--- src/rtl/s3_writeback_regfile.sv ---
// s3_writeback_regfile
//
// Consumer end of the S3 writeback path. Commits the S3 ALU result into a
// 2**ADDR_W x DATA_W architectural register file and serves two combinational
// read ports to the decode/S1 operand fetch. Register 0 is hardwired to zero.
// Also tracks which registers have been written since reset and counts
// committed writes (saturating at 16'hFFFF).
//
// Build option:
//   REGFILE_WRITE_BYPASS_EN - when defined, a read of the register being
//   committed this cycle returns S3_WriteData (write-first forwarding).
//   When undefined, reads return the stored contents only.
//
// Ports:
//   clk             pipeline clock; writes on rising edge
//   rst             asynchronous, active-high reset
//   S3_WriteEnable  writeback enable from S3
//   S3_WriteSelect  destination register from S3
//   S3_WriteData    writeback value (S3 ALUOut)
//   ReadSelect1/2   source register selects
//   ReadData1/2     combinational register values
//   WrittenMask     bit i set once register i has been written (bit 0 stays 0)
//   WriteCount      committed writes since reset, saturating

module s3_writeback_regfile #(
  parameter int unsigned DATA_W = 32,
  parameter int unsigned ADDR_W = 5
) (
  input  logic                   clk,
  input  logic                   rst,
  input  logic                   S3_WriteEnable,
  input  logic [ADDR_W-1:0]      S3_WriteSelect,
  input  logic [DATA_W-1:0]      S3_WriteData,
  input  logic [ADDR_W-1:0]      ReadSelect1,
  input  logic [ADDR_W-1:0]      ReadSelect2,
  output logic [DATA_W-1:0]      ReadData1,
  output logic [DATA_W-1:0]      ReadData2,
  output logic [2**ADDR_W-1:0]   WrittenMask,
  output logic [15:0]            WriteCount
);

  localparam int unsigned Depth = 2 ** ADDR_W;

  logic [DATA_W-1:0] regs_q [Depth];
  logic [Depth-1:0]  written_q;
  logic [15:0]       count_q;
  logic              commit;

  // Writes to register 0 are dropped entirely: no data, no mask bit, no count.
  assign commit = S3_WriteEnable && (S3_WriteSelect != '0);

  always_ff @(posedge clk or posedge rst) begin
    if (rst) begin
      for (int i = 0; i < Depth; i++) begin
        regs_q[i] <= '0;
      end
      written_q <= '0;
      count_q   <= '0;
    end else if (commit) begin
      regs_q[S3_WriteSelect]    <= S3_WriteData;
      written_q[S3_WriteSelect] <= 1'b1;
      if (count_q != 16'hFFFF) begin
        count_q <= count_q + 16'd1;
      end
    end
  end

  function automatic logic [DATA_W-1:0] read_port(input logic [ADDR_W-1:0] sel);
    logic [DATA_W-1:0] val;
    val = '0;
    if (sel != '0) begin
      val = regs_q[sel];
`ifdef REGFILE_WRITE_BYPASS_EN
      // commit already excludes register 0, so forwarding never un-zeros R0.
      if (commit && (sel == S3_WriteSelect)) begin
        val = S3_WriteData;
      end
`endif
    end
    return val;
  endfunction

  always_comb begin
    ReadData1 = read_port(ReadSelect1);
    ReadData2 = read_port(ReadSelect2);
  end

  assign WrittenMask = written_q;
  assign WriteCount  = count_q;

endmodule

--- config.mk ---
export PLATFORM = sky130hd
export DESIGN_NAME = s3_writeback_regfile
export DESIGN_NICKNAME = d
export VERILOG_FILES = /design/src/rtl/s3_writeback_regfile.sv
export SDC_FILE = /design/constraint.sdc
export NUM_CORES = 2
export LEC_CHECK = 0
export CAP_MARGIN = 20
export CORE_AREA = 2 2 409 411
export DETAILED_ROUTE_END_ITERATION = 7
export DIE_AREA = 0 0 411 413
export PLACE_DENSITY = 0.54
export SLEW_MARGIN = 10
export SYNTH_ARGS = -nofsm -noshare
export SYNTH_HDL_FRONTEND = slang
export SYNTH_SLANG_ARGS = --single-unit
--- constraint.sdc ---
create_clock -name clk -period 45.6 [get_ports clk]
set_clock_uncertainty 0.05 [all_clocks]
set_input_delay 11.4 -clock clk [delete_from_list [all_inputs] [get_ports clk]]
set_output_delay 11.4 -clock clk [all_outputs]
set_load 0.02 [all_outputs]
==> metrics.md <==
| Metric | Value |
|---|---|
| Status | complete, no violations |
| Adder-Cell Fraction of Synth Area | 0.0218% |
| Initial DRT Pass Iterations | 7 |
| Syn. warnings | 0 |
| Met2 wire length | 91,500 um |
| Most common cell in the netlist | dfrtp_1 |
| I/O pin count | 162 |
| Hold buffer count at CTS | 0 |
| Initial drt markers | 3,046 |
| Synth Register Bits | 1,072 |
| CTS Sinks | 1,072 |
| Static Leakage | 27.7 nW |
| Max_cap viols | 0 |
| Tightest Hold Check Type | register to register |
| Max Root-Sink Buffers | 3 |
| Syn_nets | 3,821 |
| VDD IR-drop max | 34.7 uV |
| Max Slew Vio Count | 0 |
| Slew HR | 11.2% |
| GRT Util Overall | 23.2% |
| Via count | 36,100 |
| Synthesized area | 57,400 um2 |
| Synth Area in Simple Gates | 2.50% |
| Routed WL per cell | 32.8 um |
| Final WS setup | 18.15 ns |
| Critical path fanouts, max | 125 |
| Largest family of logic cells by synthesized area | multiplexers |
| Cell area power density | 44.4 nW/um2 |
| Slew @ Worst Pin | 1.32 ns |
| Vias in the first global route | 37,300 |
| Post-Synth XOR/XNOR Area | 0.229% |
| RSZ-0062 raised after global routing | false |
| Final Cycle Share | 60.2% |
| Met3 WL | 12,700 um |
| Final core occ | 38.8% |
| Synth top area share | 46.7% |
| Final min period | 27.45 ns |
| Nature of the critical path startpoint | input port |
| Clk slew on worst S/H paths | 0.06 ns |
| Die X | 411 um |
| Syn_area_per_cell | 15.2 um2 |
| Mux contribution to synthesized area | 41.2% |
| Syn-to-layout area delta | 12.2% |
| Antenna violations before repair | 13 |
| Antenna cells | 0 |
| Vias per cell | 6.00 |
| Type of the worst setup path | input port to primary output |
| WHS | 0.332 ns |
| First-pass GRT wire length | 284,000 um |
| DPL Wire Length | 105,000 um |
| Critical Path RT | 34.15 ns |
| Async SR Flop Fraction | 100% |
| Setup TNS | 0 ns |
| Placer Congestion | 0.768 |
| Proportion of layout cells with a drive suffix above 1 | 43.5% |
| Met1 wire length | 88,200 um |
| Final Hold Fails | 0 |
| DRC | 0 |
| Clock latency on the worst-skew pair | 0.75 ns |
| CTS tree | done |
| Number of synthesized flops with an enable pin | 0 |
| Pre-CTS worst setup slack | 18.26 ns |
| CTS resizes | 0 |
| Synth Area in Compound Gates | 4.78% |
| Num CTS Buffers | 117 |
| Synth top cells by count | 1,072 x dfrtp_1, 919 x mux2_2, 349 x mux4_2, 189 x clkbuf_1, 137 x mux2_1 |
| Cells after synthesis | 3,770 |
| Buffers on Ports | 161 |
| Number of post-CTS setup repair buffers | 0 |
| Grt total ovfl | 0 |
| Highest metal used | met5 |
| Pin count of the biggest net entering global routing | 162 |
| Synth area leaders | dfrtp_1 47%, mux2_2 18%, mux4_2 14% |
| Die height | 413 um |
| Distinct cells, synth | 60 |
| Ys flop type | dfrtp_1 |
| Arr. time, crit path | 16.00 ns |
| Peak Freq | 36.4 MHz |
| Fraction of the yosys area taken by sequential cells | 46.7% |
| H-Tree Depth | 3 |
| Final wirelength | 197,000 um |
| Final setup fails | 0 |
| Core area | 166,000 um2 |
| ANT nets after route | 0 |
| Root Driver | clkbuf_16 |
| CP endpoint kind | primary output |
| Row Count | 150 |
| Initial Utilization | 34.6% |
| Fin nets | 3,761 |
| Leading area contributor after synthesis | dfrtp_1 |
| Die area | 170,000 um2 |
area by class of cell:
type	count	area, um2
multi-input combinational	2254	28200
inverter	7	38.8
clock buffer	188	3720
sequential	1072	26800
tap	2204	2760
clock inverter	32	342
timing repair buffer	258	2580
fill	15600	101000
cells by family after synthesis:
family | after synthesis
and+or+nand+nor | 230
AOI/OAI and AO/OA | 375
adders and majority gates | 1
muxes | 1633
DFF | 1072
buffers and inverters | 444
xor gates and xnor gates | 15
metrics by stage:
stage	instance area, um2	cells	total power, mW
2_1_floorplan	57400	3770	1.69
3_3_place_gp	60000	5776	1.85
3_5_place_dp	60100	5782	1.87
4_1_cts	64200	6002	2.88
5_1_grt	64400	6015	2.98
6_report	64400	6015	2.86
metal layers:
layer	vias up	GRT usage, %
li1	14600	-
met1	19900	33.2
met2	1393	37.0
met3	283	3.91
met4	6	5.26
met5	-	0
worst max-delay path: stages:
cell	delay, ns
buf_8	0.54
buf_12	0.72
buf_4	0.84
mux4_2	0.35
o2111ai_1	0.10
a311oi_1	1.02
clkdlybuf4s50_1	0.78
registers in the layout, indices dropped and copies added (netlist names):
signal,count
WriteCount,16
WrittenMask,32
regs_q,1024
placed cells by master (no fill, tap or decap), types with 21 or more instances in the layout:
cell and n:
clkbuf_16 119, nor2b_1 64, a211oi_1 70, clkbuf_8 48, mux4_1 99, buf_4 73, mux2_1 137, a22oi_1 64
clkdlybuf4s50_1 151, nand2_1 49, clkbuf_1 21, mux4_2 349, a311oi_1 61, dfrtp_1 1072, o21ai_1 91, mux2i_1 128
o2111ai_1 22, mux2_2 919, a221oi_1 42
where the power goes:
| part | switching [mW] | internal [mW] | total, mW |
|---|---|---|---|
| sequential | 0.129 | 1.13 | 1.26 |
| combinational | 0.252 | 0.342 | 0.594 |
| clock | 0.413 | 0.588 | 1.00 |
worst paths after layout:
path / startpoint / to / slack (ns) / depth (start not counted)
min in group asynchronous: rst / regs_q[556]$_DFFE_PP0P_ / 11.16 / 2
max reg2reg: WriteCount[11]$_DFFE_PP0P_ / WriteCount[1]$_DFFE_PP0P_ / 43.63 / 4
min reg2reg: WrittenMask[0]$_DFFE_PP0N_ / WrittenMask[0]$_DFFE_PP0N_ / 0.33 / 0
max: ReadSelect2[2] / ReadData2[5] / 18.15 / 7
min: WrittenMask[0]$_DFFE_PP0N_ / WrittenMask[0]$_DFFE_PP0N_ / 0.33 / 0
max in group asynchronous: rst / regs_q[860]$_DFFE_PP0P_ / 30.53 / 7
Power figures use the tool's default switching activity.
